$ cat config.mk
export PLATFORM = sky130hd
export DESIGN_NAME = reset_sequencer
export DESIGN_NICKNAME = d
export VERILOG_FILES = /design/src/rtl/reset_sequencer_pkg.sv /design/src/rtl/reset_sequencer_btn_debounce.sv /design/src/rtl/reset_sequencer.sv
export SDC_FILE = /design/constraint.sdc
export NUM_CORES = 1
export LEC_CHECK = 0
export BUFFER_PORTS_ARGS = -buffer_cell sky130_fd_sc_hd__buf_2
export CORE_ASPECT_RATIO = 1.2
export CORE_MARGIN = 2
export CORE_UTILIZATION = 40
export DETAILED_ROUTE_END_ITERATION = 8
export PLACE_DENSITY = 0.62
export SLEW_MARGIN = 20
export SYNTH_ARGS = -nofsm -noshare
export SYNTH_HDL_FRONTEND = slang
export SYNTH_SLANG_ARGS = --single-unit
export TNS_END_PERCENT = 20
$ cat constraint.sdc
create_clock -name clk -period 4.9 [get_ports clk]
set_input_delay 0.245 -clock clk [delete_from_list [all_inputs] [get_ports clk]]
set_output_delay 0.245 -clock clk [all_outputs]
set_load 0.05 [all_outputs]
$ cat src/rtl/reset_sequencer_pkg.sv
// Shared encodings for the reset sequencer: FSM states, reset-cause codes, counter width.
package reset_sequencer_pkg;

    typedef enum logic [1:0] {
        ST_HOLD    = 2'd0,
        ST_RELEASE = 2'd1,
        ST_RUN     = 2'd2
    } state_e;

    localparam logic [1:0] CAUSE_POR  = 2'b00;
    localparam logic [1:0] CAUSE_BTN  = 2'b01;
    localparam logic [1:0] CAUSE_SOFT = 2'b10;

    localparam int CNT_W = 16;

endpackage

$ cat src/rtl/reset_sequencer_btn_debounce.sv
// Push-button conditioning: two-flop synchronizer, stable-count debouncer and a
// registered one-cycle pulse on the rising edge of the debounced level.
module btn_debounce #(
    parameter int DEBOUNCE = 250000
) (
    input  logic clk,
    input  logic reset,
    input  logic btn_i,
    output logic rise_o
);

    localparam int DB_W = (DEBOUNCE > 1) ? $clog2(DEBOUNCE) : 1;
    localparam logic [DB_W-1:0] DB_LAST = DB_W'(DEBOUNCE - 1);

    logic            sync1_q, sync2_q;
    logic            deb_q, deb_d;
    logic [DB_W-1:0] cnt_q, cnt_d;
    logic            rise_q;

    // Count consecutive samples that disagree with the accepted level; any agreeing
    // sample restarts the count.
    always_comb begin
        deb_d = deb_q;
        cnt_d = '0;
        if (sync2_q != deb_q) begin
            if (cnt_q == DB_LAST) begin
                deb_d = sync2_q;
            end else begin
                cnt_d = cnt_q + 1'b1;
            end
        end
    end

    always_ff @(posedge clk or posedge reset) begin
        if (reset) begin
            sync1_q <= 1'b0;
            sync2_q <= 1'b0;
            deb_q   <= 1'b0;
            cnt_q   <= '0;
            rise_q  <= 1'b0;
        end else begin
            sync1_q <= btn_i;
            sync2_q <= sync1_q;
            deb_q   <= deb_d;
            cnt_q   <= cnt_d;
            rise_q  <= deb_d & ~deb_q;
        end
    end

    assign rise_o = rise_q;

endmodule

$ cat src/rtl/reset_sequencer.sv
// System reset sequencer: holds all domains in reset, then releases them in index
// order with a fixed gap; restarts on a debounced button press or a CPU soft request.
module reset_sequencer
    import reset_sequencer_pkg::*;
#(
    parameter int NUM_STAGES  = 3,
    parameter int HOLD_CYCLES = 500,
    parameter int STAGE_GAP   = 16,
    parameter int DEBOUNCE    = 250000
) (
    input  logic                  clk,
    input  logic                  reset,
    input  logic                  btn_in,
    input  logic                  soft_req,
    output logic [NUM_STAGES-1:0] rst_out,
    output logic                  ready,
    output logic                  busy,
    output logic [1:0]            cause
);

    localparam int IDX_W = $clog2(NUM_STAGES + 1);
    localparam logic [CNT_W-1:0] HOLD_LAST = CNT_W'(HOLD_CYCLES - 1);
    localparam logic [CNT_W-1:0] GAP_LAST  = CNT_W'(STAGE_GAP - 1);
    localparam logic [IDX_W-1:0] IDX_LAST  = IDX_W'(NUM_STAGES - 1);

    state_e                state_q, state_d;
    logic [CNT_W-1:0]      hold_q, hold_d;
    logic [CNT_W-1:0]      gap_q, gap_d;
    logic [IDX_W-1:0]      idx_q, idx_d;
    logic [NUM_STAGES-1:0] rst_q, rst_d;
    logic                  ready_q, ready_d;
    logic                  busy_q, busy_d;
    logic [1:0]            cause_q, cause_d;

    logic                  btn_evt;
    logic                  restart;
    logic [1:0]            restart_cause;

    btn_debounce #(.DEBOUNCE(DEBOUNCE)) u_btn (
        .clk    (clk),
        .reset  (reset),
        .btn_i  (btn_in),
        .rise_o (btn_evt)
    );

    // Button restarts from any state and outranks a coincident soft request.
    assign restart       = btn_evt || ((state_q == ST_RUN) && soft_req);
    assign restart_cause = btn_evt ? CAUSE_BTN : CAUSE_SOFT;

    always_comb begin
        state_d = state_q;
        hold_d  = hold_q;
        gap_d   = gap_q;
        idx_d   = idx_q;
        rst_d   = rst_q;
        ready_d = ready_q;
        busy_d  = busy_q;
        cause_d = cause_q;

        if (restart) begin
            state_d = ST_HOLD;
            hold_d  = '0;
            gap_d   = '0;
            idx_d   = '0;
            rst_d   = '1;
            ready_d = 1'b0;
            busy_d  = 1'b1;
            cause_d = restart_cause;
        end else begin
            case (state_q)
                ST_HOLD: begin
                    if (hold_q == HOLD_LAST) begin
                        hold_d   = '0;
                        gap_d    = '0;
                        idx_d    = IDX_W'(1);
                        rst_d[0] = 1'b0;
                        if (NUM_STAGES == 1) begin
                            state_d = ST_RUN;
                            ready_d = 1'b1;
                            busy_d  = 1'b0;
                        end else begin
                            state_d = ST_RELEASE;
                        end
                    end else begin
                        hold_d = hold_q + 1'b1;
                    end
                end
                ST_RELEASE: begin
                    if (gap_q == GAP_LAST) begin
                        gap_d = '0;
                        idx_d = idx_q + 1'b1;
                        for (int i = 0; i < NUM_STAGES; i++) begin
                            if (IDX_W'(i) == idx_q) rst_d[i] = 1'b0;
                        end
                        if (idx_q == IDX_LAST) begin
                            state_d = ST_RUN;
                            ready_d = 1'b1;
                            busy_d  = 1'b0;
                        end
                    end else begin
                        gap_d = gap_q + 1'b1;
                    end
                end
                ST_RUN: ;
                default: state_d = ST_HOLD;
            endcase
        end
    end

    always_ff @(posedge clk or posedge reset) begin
        if (reset) begin
            state_q <= ST_HOLD;
            hold_q  <= '0;
            gap_q   <= '0;
            idx_q   <= '0;
            rst_q   <= '1;
            ready_q <= 1'b0;
            busy_q  <= 1'b1;
            cause_q <= CAUSE_POR;
        end else begin
            state_q <= state_d;
            hold_q  <= hold_d;
            gap_q   <= gap_d;
            idx_q   <= idx_d;
            rst_q   <= rst_d;
            ready_q <= ready_d;
            busy_q  <= busy_d;
            cause_q <= cause_d;
        end
    end

    assign rst_out = rst_q;
    assign ready   = ready_q;
    assign busy    = busy_q;
    assign cause   = cause_q;

endmodule

## Word-level counts from Yosys, hierarchy flattened

Index checks and enable logic that the tools add are counted.

| word-level totals | value |
|---|---|
| bits in registers | 65 |
| bits in latches | 0 |
| RAM bits | 0 |
| memory bits (read-only) | 0 |
| logic and storage cells | 89 |
| memories | 0 |

| operators by class | value |
|---|---|
| add/subtract/negate cells | 4 |
| $mul | 0 |
| divide/modulo/power cells | 0 |
| order comparisons | 0 |
| eq/ne operators | 14 |
| shifts and indexed selects | 0 |
| multiplexer cells | 36 |
| bitwise gates (word level) | 2 |
| reductions and logical operators | 18 |

Operator list:

| kind | count |
|---|---|
| $mux 16 | 6 |
| $mux 18 | 2 |
| $add 16x1->16 const B | 2 |
| $pmux 16 s2 | 1 |
| $add 18x1->18 const B | 1 |
| $eq 18x18->1 const B | 1 |
| $eq 16x4->1 const B | 1 |
| $eq 16x9->1 const B | 1 |
| $mux 2 | 8 |
| $mux 1 | 14 |
| $ne 3x3->1 const B | 4 |
| $reduce_and 3->1 | 4 |
| $reduce_bool 2->1 | 6 |
| $reduce_and 4->1 | 2 |
| $mux 3 | 2 |
| $pmux 2 s3 | 1 |
| $eq 2x2->1 const B | 2 |
| $logic_not 2->1 | 2 |
| $pmux 2 s2 | 1 |
| $reduce_bool 3->1 | 1 |
| $add 2x1->2 const B | 1 |
| $eq 1x2->1 const A | 1 |
| $eq 2x1->1 const B | 1 |
| $eq 2x2->1 const A | 1 |
| other kinds (8) | 8 |

## Longest topological paths before layout

Gate-level depths: netlist of the first run.

| logic depth | value |
|---|---|
| depth after elaboration | 5 |
| mapped depth | 8 |
| mapped depth without buffers | 6 |

## By module

From an unflattened synthesis of the first run, not the netlist that was laid out.

| second synthesis, totals | value |
|---|---|
| cells, all modules | 353 |
| area, all modules | 3303.2 µm² |

By module, submodules not included:

| module | instances | cells an instance | area an instance (µm²) |
|---|---|---|---|
| reset_sequencer | 1 | 253 | 2254.7 |
| btn_debounce | 1 | 100 | 1048.5 |

## Least setup slack after synthesis of the first run

No wires, ideal clock.

| path | value |
|---|---|
| path type | register to register |
| from | register gap_q[5] |
| to | register idx_q[0] |
| library setup time | 0.076 ns |
| data arrival time | 1.931 ns |
| data required time | 4.824 ns |
| path slack | 2.893 ns |
| stages on the path, launching flop included | 6 |
| path buffers | 0 |
| cells stage by stage | dfrtp_1 -> or4_4 -> nor4_4 -> nor3_2 -> or4_1 -> o21ai_1 |

| between the ends | value |
|---|---|
| word-level cells in the longest chain between the ends | 3 |

Ends and longest elaborated chain:

| element | line | source |
|---|---|---|
| from (decl) | reset_sequencer.sv:28 | `logic [CNT_W-1:0] gap_q, gap_d;` |
| from (signal assigned) | reset_sequencer.sv:123 | `gap_q <= gap_d;` |
| $eq 16x4->1 | reset_sequencer.sv:89 | `if (gap_q == GAP_LAST) begin` |
| $ne 3x3->1 (no source line) | -- |  |
| $reduce_and 3->1 (no source line) | -- |  |
| to (signal assigned) | reset_sequencer.sv:124 | `idx_q <= idx_d;` |
| to (decl) | reset_sequencer.sv:29 | `logic [IDX_W-1:0] idx_q, idx_d;` |

No other way between the ends.
A chain may end at the register's enable or synchronous reset.

## Worst setup path after layout of the first run

| path | value |
|---|---|
| from | register gap_q[13] |
| to | register idx_q[0] |

The elaborated chain is that of the path after synthesis.

==> run_results.csv, run 1 <==
group,metric,value,unit
layout,fillers,789,
floorplan,rows,36,
layout,antenna_cells,0,
route,wl_met1,3.103,mm
clocking,htreeDepth,3,
timing,slew_headroom,46.78,%
power,powerDensity,387.9,nW/um^2
setup_path,crit_path_frequent_cell,"or4_1",
timing,setup_tns,0,ns
route,drt_iter0_drc,120,
grt,grt_max_degree,65,
place,portBuffers,10,
yosys,synth_top_family_by_area,"simple AND/OR/NAND/NOR gates",
yosys,ys_seq_area_share,48.12,%
route,dr_wl_met3,188,um
timing,timing.fmax,452.8,MHz
route,avgViaCountPerCell,5.605,
layout,drive_gt1_share,11.17,%
yosys,synth_compound_area_share,12.15,%
yosys,synth_edf_count,0,
route,drt_drc_violations_left,0,
setup_path,critPathSlowestCell,"or4_1",
timing,drv_slew,0,
setup_path,ff2ff_path_depth,5,
setup_path,slowest_delay,0.60,ns
yosys,synth.avg_cell_area,9.215,um^2
timing,skew,0.01121,ns
floorplan,fp.dieH,104.0,um
grt,grt_pass1_wl,11.28,mm
setup_path,critPathLaunch,"gap_q[13]",
setup_path,endpoint,"idx_q[0]",
timing,fin_ws,2.691,ns
clocking,cts_tree,"built",
clocking,cts.sinks,64,
yosys,synth_top_area_cell,"dfrtp_1",
floorplan,fp.dieW,87.36,um
place,hpwlAfterDp,4.429,mm
setup_path,rr_endpoint,"idx_q[0]",
floorplan,num_io_pins,11,
clocking,cts_root_buf,"clkbuf_8",
place,dp_cells,454,
yosys,synth_xor_area_share,4.464,%
timing,rsz0062_at_grt,"false",
place,dp_slack,2.468,ns
route,route.met2.wl,3.213,mm
yosys,synth_fa_ha_area_share,2.251,%
grt,grt_overflow,0,
grt,grt_usage,15.28,%
yosys,yosysMostFrequentCell,"dfrtp_1",
yosys,ys.flop_type,"dfrtp_1",
timing,min_period,2.209,ns
yosys,ys_types,46,
route,first_pass_iters,5,
yosys,yosys.area_share.simple,28.02,%
setup_path,worst-setup-path-type,"reg2reg",
grt,first_global_vias,2500,
setup_path,worstSetupStartpointType,"register",
yosys,netlist_top_cells_area,"dfrtp_1 46%, nor2_1 5.0%, nand2_1 3.8%",
layout,final_nets,381,
grt,antenna_found_initial,0,
clocking,clk_latency,0.34,ns
timing,hold_viol,0,
layout,fin_cells,471,
floorplan,initial_core_util,41.14,%
yosys,mappedNetlistArea,3336,um^2
power,p_leak,1.633,nW
setup_path,rr_startpoint,"gap_q[13]",
timing,tightest_slew,0.7984,ns
run,drv_cap,0,
yosys,synth_common_cells,"61 x dfrtp_1, 44 x nor2_1, 34 x nand2_1",
yosys,netlist.area_leader.share,45.76,%
route,routed.top_layer,"met4",
yosys,ys_async_sr_fraction,100.0,%
worst_hold_path,hp-class,"in2async",
yosys,ys_warn_count,0,
setup_path,end_kind,"register",
clocking,clkTransAtPathRegs,0.07,ns
yosys,syn_inst,362,
timing,fin_crit_sh,45.08,%
timing,setup-violations-final,0,
floorplan,die-area,9089,um^2
route,vias,2640,
yosys,synth_nets,372,
status,status,"complete, no violations",
power,ir_drop,0.0001917,V
yosys,muxShareOfSynthArea,1.838,%
setup_path,path_cells,"or4_1 -> nor4_4 -> nor3_2 -> or4_1 -> o21ai_1",
setup_path,cp_max_fo,8,
clocking,clock_path_buffers,2,
setup_path,rrSetupSlack,2.69,ns
clocking,cts_buffers,9,
route,wirelength,6.610,mm
layout,syn_to_final_growth,10.69,%
place,place.gp.congestion,0.8034,
route,wl_per_cell,14.03,um
setup_path,worstPathRequired,5.17,ns
yosys,ys_seq_elements,64,
setup_path,arrival,2.48,ns
route,ant_nets,0,
floorplan,core,8108,um^2
[routing by layer]
| layer | GRT usage, % | vias up |
|---|---|---|
| met4 | 5.055 | 0 |
| met5 | 0 | - |
| met3 | 3.968 | 11 |
| met2 | 24.24 | 33 |
| li1 | - | 1312 |
| met1 | 20.13 | 1284 |
[per-stage QoR]
step	instance area [um^2]	util (%)	power, mW	hold slack (ns)
6_report	3692	45.54	1.432	0.1370
4_1_cts	3690	45.51	1.448	0.1630
3_3_place_gp	3456	42.62	0.9328	0.3430
2_1_floorplan	3336	-	0.8742	0.2764
3_5_place_dp	3460	42.67	0.9432	0.3393
5_1_grt	3692	45.54	1.522	0.2153
[critical path, delay by kind of cell, from the launching register on]
kind,cells,cell delay [ns]
AO/OA/AOI/OAI,1,0.13
flip-flops,1,0.44
AND/OR/NAND/NOR,4,1.58
[cell families after synthesis]
group,Yosys count
muxes,6
buffers and inverters,26
AOI/OAI and AO/OA,65
and+or+nand+nor,178
DFF,64
adders and majority gates,6
xor gates and xnor gates,17
[cell usage in the layout (no fill, tap or decap), types with 8 or more instances in the layout]
cell type,Yosys,layout
dfrtp_1,61,61
nor2_1,44,43
nand2_1,34,34
nand3_1,24,24
o21ai_0,23,23
and3_1,12,12
nor3_1,12,12
a21oi_1,12,12
inv_1,11,10
buf_2,3,10
xnor2_1,9,9
clkbuf_8,0,9
xor2_1,8,8
[report_power, final]
part	leakage [nW]	internal (mW)	switching (mW)
clock network	0.101	0.286	0.212
registers	0.851	0.601	0.0947
logic	0.681	0.101	0.138
[layout make-up]
type / instances / area, um^2 / share of cell area, %
multi-input cells: 272 / 1632 / 44.19
flip-flops and latches: 64 / 1605 / 43.48
clock buffers: 9 / 123.9 / 3.355
well taps: 95 / 118.9 / 3.219
clock inverters: 7 / 96.34 / 2.609
repair buffers: 13 / 75.07 / 2.033
inverters: 11 / 41.29 / 1.118
[state kept, by name, indices dropped and copies added (netlist names), 2 cells and up]
name,count
state_q,2
idx_q,2
cause,2
rst_out,2
gap_q,16
u_btn.cnt_q,18
hold_q,16
[what timing repair did]
action | in CTS | in global routing
resized for setup | 0 | 0
buffers inserted | 0 | 0
endpoints found under the hold margin | 1 | 0
hold buffers | 1 | 0
[worst min path at each step]
| stage | startpoint | endpoint |
|---|---|---|
| after global routing | reset | hold_q[2] |
| after floorplan | btn_in | u_btn.sync1_q |
| after CTS | reset | u_btn.rise_o |
| after global placement | u_btn.sync1_q | u_btn.sync2_q |
| after detailed placement | u_btn.sync1_q | u_btn.sync2_q |
| final | reset | gap_q[0] |
(Power assumes the default switching activity.)
==> run 2: changes to the inputs <==
==> constraint.sdc (replaced) <==
create_clock -name clk -period 2.24 [get_ports clk]
set_input_delay 0.112 -clock clk [delete_from_list [all_inputs] [get_ports clk]]
set_output_delay 0.112 -clock clk [all_outputs]
set_load 0.05 [all_outputs]
==> run 2 against run 1 <==
Net effect:
- sequential share of layout area fell by 1.2 points
- first-iteration DRC count rose by 3.3%
- non-clock buffer count rose by 14
- sequential power rose by 120%
- sequential cell count did not move
- wire length rose by 2.2%
- die area did not move
- combinational power rose by 150%
- fmax rose by 3.5%
- register-to-register slack got worse by 2.6 ns
- critical endpoint unchanged
- highest routed layer unchanged
==> run_results.csv, run 2 (synthesis results as in run 1) <==
group,metric,value,unit
setup_path,worst-setup-path-type,"reg2reg",
layout,final_cell_mix,"60 x dfrtp_1, 44 x nor2_1, 34 x nand2_1",
route,wl_per_cell,13.93,um
layout,fillers,769,
run,drv_cap,0,
power,internal_power,2.096,mW
timing,drv_slew,0,
timing,setup_tns,0,ns
layout,seq_area,1607,um^2
floorplan,rows,36,
route,drt_drc_violations_left,0,
power,p_sw_share,31.46,%
timing,hold_viol,0,
timing,tightest_slew,0.6108,ns
grt,first_global_vias,2517,
setup_path,end_kind,"register",
clocking,cts_root_buf,"clkbuf_8",
floorplan,num_io_pins,11,
route,ant_nets,0,
timing,timing.fmax,468.6,MHz
clocking,clk_latency,0.34,ns
clocking,cts_tree,"built",
layout,syn_to_final_growth,13.88,%
floorplan,initial_core_util,41.14,%
setup_path,worstPathRequired,2.51,ns
layout,max_flop_register,"u_btn.cnt_q",
timing,fin_crit_sh,95.28,%
timing,min_period,2.134,ns
layout,drive_gt1_share,13.85,%
timing,holdWs,0.1138,ns
floorplan,fp.dieH,104.0,um
floorplan,core,8108,um^2
floorplan,die-area,9089,um^2
grt,grt_overflow,0,
layout,antenna_cells,0,
route,avgViaCountPerCell,5.464,
route,first_pass_iters,4,
power,ir_drop,0.0003909,V
power,p_clk_share,31.2,%
clocking,cts.sinks,64,
setup_path,cp_max_fo,8,
power,p_switching,961.8,uW
grt,grt_pass1_wl,11.72,mm
floorplan,fp.dieW,87.36,um
grt,grt_max_degree,65,
place,place.gp.congestion,0.7922,
layout,final_nets,395,
clocking,clkTransAtPathRegs,0.07,ns
setup_path,arrival,2.40,ns
layout,final_common_cell,"dfrtp_1",
power,power_frac_seq,49.3,%
power,pwr-share-comb,19.5,%
timing,skew,0.01097,ns
status,status,"complete, no violations",
route,vias,2650,
clocking,clock_path_buffers,2,
clocking,cts_buffers,9,
route,wirelength,6.756,mm
layout,top_regs,"u_btn.cnt_q (18), gap_q (16), hold_q (16)",
route,drt_iter0_drc,124,
place,hpwlAfterDp,4.597,mm
grt,grt_usage,16.28,%
timing,setup-violations-final,0,
layout,largest_reg_flops,18,
grt,antenna_found_initial,0,
power,powerDensity,804.9,nW/um^2
layout,multi_input_area,1635,um^2
place,portBuffers,10,
worst_hold_path,hp-class,"in2reg",
power,p_leak,1.702,nW
setup_path,worstSetupStartpointType,"register",
timing,slew_headroom,59.01,%
clocking,htreeDepth,3,
run 2: changes by cell type in the layout (fill, tap and decap cells not counted), moves of 2 or more:
cell        before  now
buf_12           0    2
clkinv_2         1    3
buf_4            2   13
clkinvlp_4       3    1
run 2: area by class of cell:
type / count / area share [%]
Clock buffer: 10 / 3.360
Clock inverter: 6 / 1.614
Inverter: 11 / 1.087
Multi-Input combinational cell: 272 / 43.05
Sequential cell: 64 / 42.29
Tap cell: 95 / 3.129
Timing Repair Buffer: 27 / 5.468
run 2: final timing paths:
path	from	to	slack [ns]	cells after the start
setup / recovery	gap_q[12]	idx_q[0]	0.11	5
hold / removal	soft_req	state_q[1]	0.11	3
setup reg to reg	gap_q[12]	idx_q[0]	0.11	5
hold reg to reg	u_btn.sync1_q	u_btn.sync2_q	0.36	0
max in group asynchronous	reset	busy	1.54	4
min in group asynchronous	reset	gap_q[3]	0.38	4
run 2: per-stage QoR:
step	worst slack [ns]	total power [mW]	utilization [%]	cell area (um^2)	cells
after floorplan	0.2326	1.912	-	3336	362
after global placement	0.1455	2.082	44.04	3571	466
after detailed placement	0.1048	2.102	44.04	3571	466
after CTS	0.1025	3.074	46.62	3780	484
after global routing	-0.02377	3.272	46.85	3799	485
final	0.1058	3.058	46.85	3799	485
run 2: per-layer routing:
layer | vias up | routed length [um] | global-route usage [%]
met5 | - | 0 | 0
met4 | 0 | 113 | 6.923
met3 | 9 | 219 | 4.127
met2 | 41 | 3282 | 24.89
met1 | 1255 | 3140 | 21.72
li1 | 1345 | - | -
run 2: power groups by stage:
stage | sequential, mW | clock (mW) | combinational (mW)
global placement | 1.51 | 0 | 0.570
finish | 1.51 | 0.955 | 0.596
detailed placement | 1.52 | 0 | 0.584
floorplan | 1.51 | 0 | 0.406
global route | 1.54 | 1.06 | 0.679
CTS | 1.50 | 0.987 | 0.587
run 2: worst max-delay path, cell delays in order, from the launching register on:
cell and delay [ns]:
dfrtp_2 0.43, or4_4 0.56, nor4_4 0.41, nor3_4 0.12, or4_1 0.42, o21ai_1 0.12
run 2: what timing repair did:
action	in CTS	in global routing
setup endpoints to repair	0	1
buffers inserted	0	1
endpoints found under the hold margin	62	0
gates resized for setup	0	3
hold buffers	2	0
==> run 3: changes to the inputs <==
==> constraint.sdc (replaced) <==
create_clock -name clk -period 2.24 [get_ports clk]
set_input_delay 0 -clock clk [delete_from_list [all_inputs] [get_ports clk]]
set_output_delay 0 -clock clk [all_outputs]
set_load 0.05 [all_outputs]
==> run 3 against run 2 <==
Net effect:
- utilization rose by 0.25 points
- clock power rose by 18%
- final area is 0.53% higher
- non-clock buffer count did not move
- die area is the same
- setup slack got worse by 0.014 ns
- global-route usage decreased by 0.075 points
- total power grew 5.0%
- cell count stayed put
- hold slack better by 0.18 ns
- clock skew grew 0.0012 ns
- largest cell class unchanged
- largest power group unchanged
- highest routed layer unchanged
==> run_results.csv, run 3 (synthesis results as in run 1) <==
group,metric,value,unit
floorplan,num_io_pins,11,
timing,drv_slew,0,
setup_path,worstPathRequired,2.51,ns
layout,largest_reg_flops,18,
clocking,cts.sinks,64,
timing,fin_crit_sh,95.88,%
place,hpwlAfterDp,4.705,mm
route,ant_nets,0,
setup_path,worstSetupStartpointType,"register",
clocking,cts_buffers,9,
grt,grt_usage,16.21,%
layout,final_common_cell,"dfrtp_1",
clocking,htreeDepth,3,
grt,first_global_vias,2612,
layout,final_cell_mix,"61 x dfrtp_1, 44 x nor2_1, 34 x nand2_1",
timing,slew_headroom,66.86,%
route,wl_per_cell,14.03,um
clocking,cts_tree,"built",
clocking,clock_path_buffers,2,
clocking,cts_root_buf,"clkbuf_8",
worst_hold_path,hp-class,"in2async",
place,dp_cells,466,
grt,antenna_found_initial,0,
grt,grt_max_degree,35,
layout,fin_cells,485,
route,avgViaCountPerCell,5.485,
timing,setup-violations-final,0,
power,p_leak,1.715,nW
power,powerDensity,841.0,nW/um^2
timing,timing.fmax,465.6,MHz
power,p_total,3.212,mW
route,first_pass_iters,6,
clocking,clkTransAtPathRegs,0.08,ns
timing,fin_ws,0.09226,ns
setup_path,critPathLaunch,"gap_q[5]",
place,portBuffers,10,
power,ir_drop,0.0004323,V
status,status,"complete, no violations",
setup_path,cp_max_fo,8,
setup_path,rr_startpoint,"gap_q[5]",
timing,tightest_slew,0.4934,ns
layout,finish.utilization,47.10,%
timing,skew,0.01222,ns
floorplan,rows,36,
run,drv_cap,0,
layout,antenna_cells,0,
route,drt_iter0_drc,85,
layout,drive_gt1_share,13.59,%
setup_path,worst-setup-path-type,"reg2reg",
timing,hold_viol,0,
floorplan,initial_core_util,41.14,%
layout,top_regs,"u_btn.cnt_q (18), gap_q (16), hold_q (16)",
layout,final_cell_area,3819,um^2
route,drt_drc_violations_left,0,
place,dp_slack,0.07901,ns
place,place.gp.congestion,0.8154,
timing,rsz0062_at_grt,"true",
route,wirelength,6.805,mm
clocking,post-cts-setup-buffers,0,
grt,grt_overflow,0,
grt,grt_pass1_wl,11.85,mm
layout,final_nets,395,
setup_path,end_kind,"register",
layout,max_flop_register,"u_btn.cnt_q",
floorplan,fp.dieH,104.0,um
floorplan,core,8108,um^2
route,vias,2660,
setup_path,arrival,2.42,ns
clocking,clk_latency,0.35,ns
layout,syn_to_final_growth,14.48,%
floorplan,die-area,9089,um^2
floorplan,fp.dieW,87.36,um
place,place_area,3558,um^2
timing,min_period,2.148,ns
-- run 3: worst max-delay path: stages (launching register included) --
cell and delay (ns):
dfrtp_1 0.42, or4_4 0.56, nor4_4 0.42, nor3_2 0.16
or4_1 0.41, o21ai_1 0.12
-- run 3: per-layer routing --
layer / global-route usage (%) / wire (um)
met1: 21.25 / 3191
met2: 25.22 / 3339
met3: 4.603 / 174
met4: 6.044 / 100
met5: 0 / 0
-- run 3: where the power goes --
part | switching [mW] | internal (mW)
Combinational | 0.320 | 0.258
Sequential | 0.190 | 1.31
Clock | 0.494 | 0.638
-- run 3: what timing repair did --
| action | 4_1_cts | 5_1_grt |
|---|---|---|
| endpoints found under the setup margin | 0 | 11 |
| hold endpoints to repair | 63 | 0 |
| resized for setup | 0 | 1 |
| hold buffers | 3 | 0 |
-- run 3: final timing paths --
| check | slack (ns) | cells after the start | endpoint |
|---|---|---|---|
| max | 0.09 | 5 | idx_q[0] |
| min | 0.29 | 4 | hold_q[15] |
| max reg2reg | 0.09 | 5 | idx_q[0] |
| min reg2reg | 0.37 | 0 | u_btn.sync2_q |
| max in group asynchronous | 1.61 | 4 | busy |
| min in group clk | 0.30 | 2 | u_btn.sync1_q |
-- run 3: final cells by class --
type                    instances  area (um^2)
fillers                       756         4289
multi-input cells             272         1629
flip-flops and latches         64         1605
repair buffers                 27        197.7
clock buffers                   9        123.9
well taps                      95        118.9
clock inverters                 7        102.6
inverters                      11        41.29
-- run 3: stage by stage --
| stage | hold slack, ns | TNS, ns |
|---|---|---|
| after floorplan | 0.03143 | 0 |
| after global placement | 0.1129 | 0 |
| after detailed placement | 0.1202 | 0 |
| after CTS | 0.2839 | 0 |
| after global routing | 0.2903 | -0.05692 |
| final | 0.2923 | 0 |
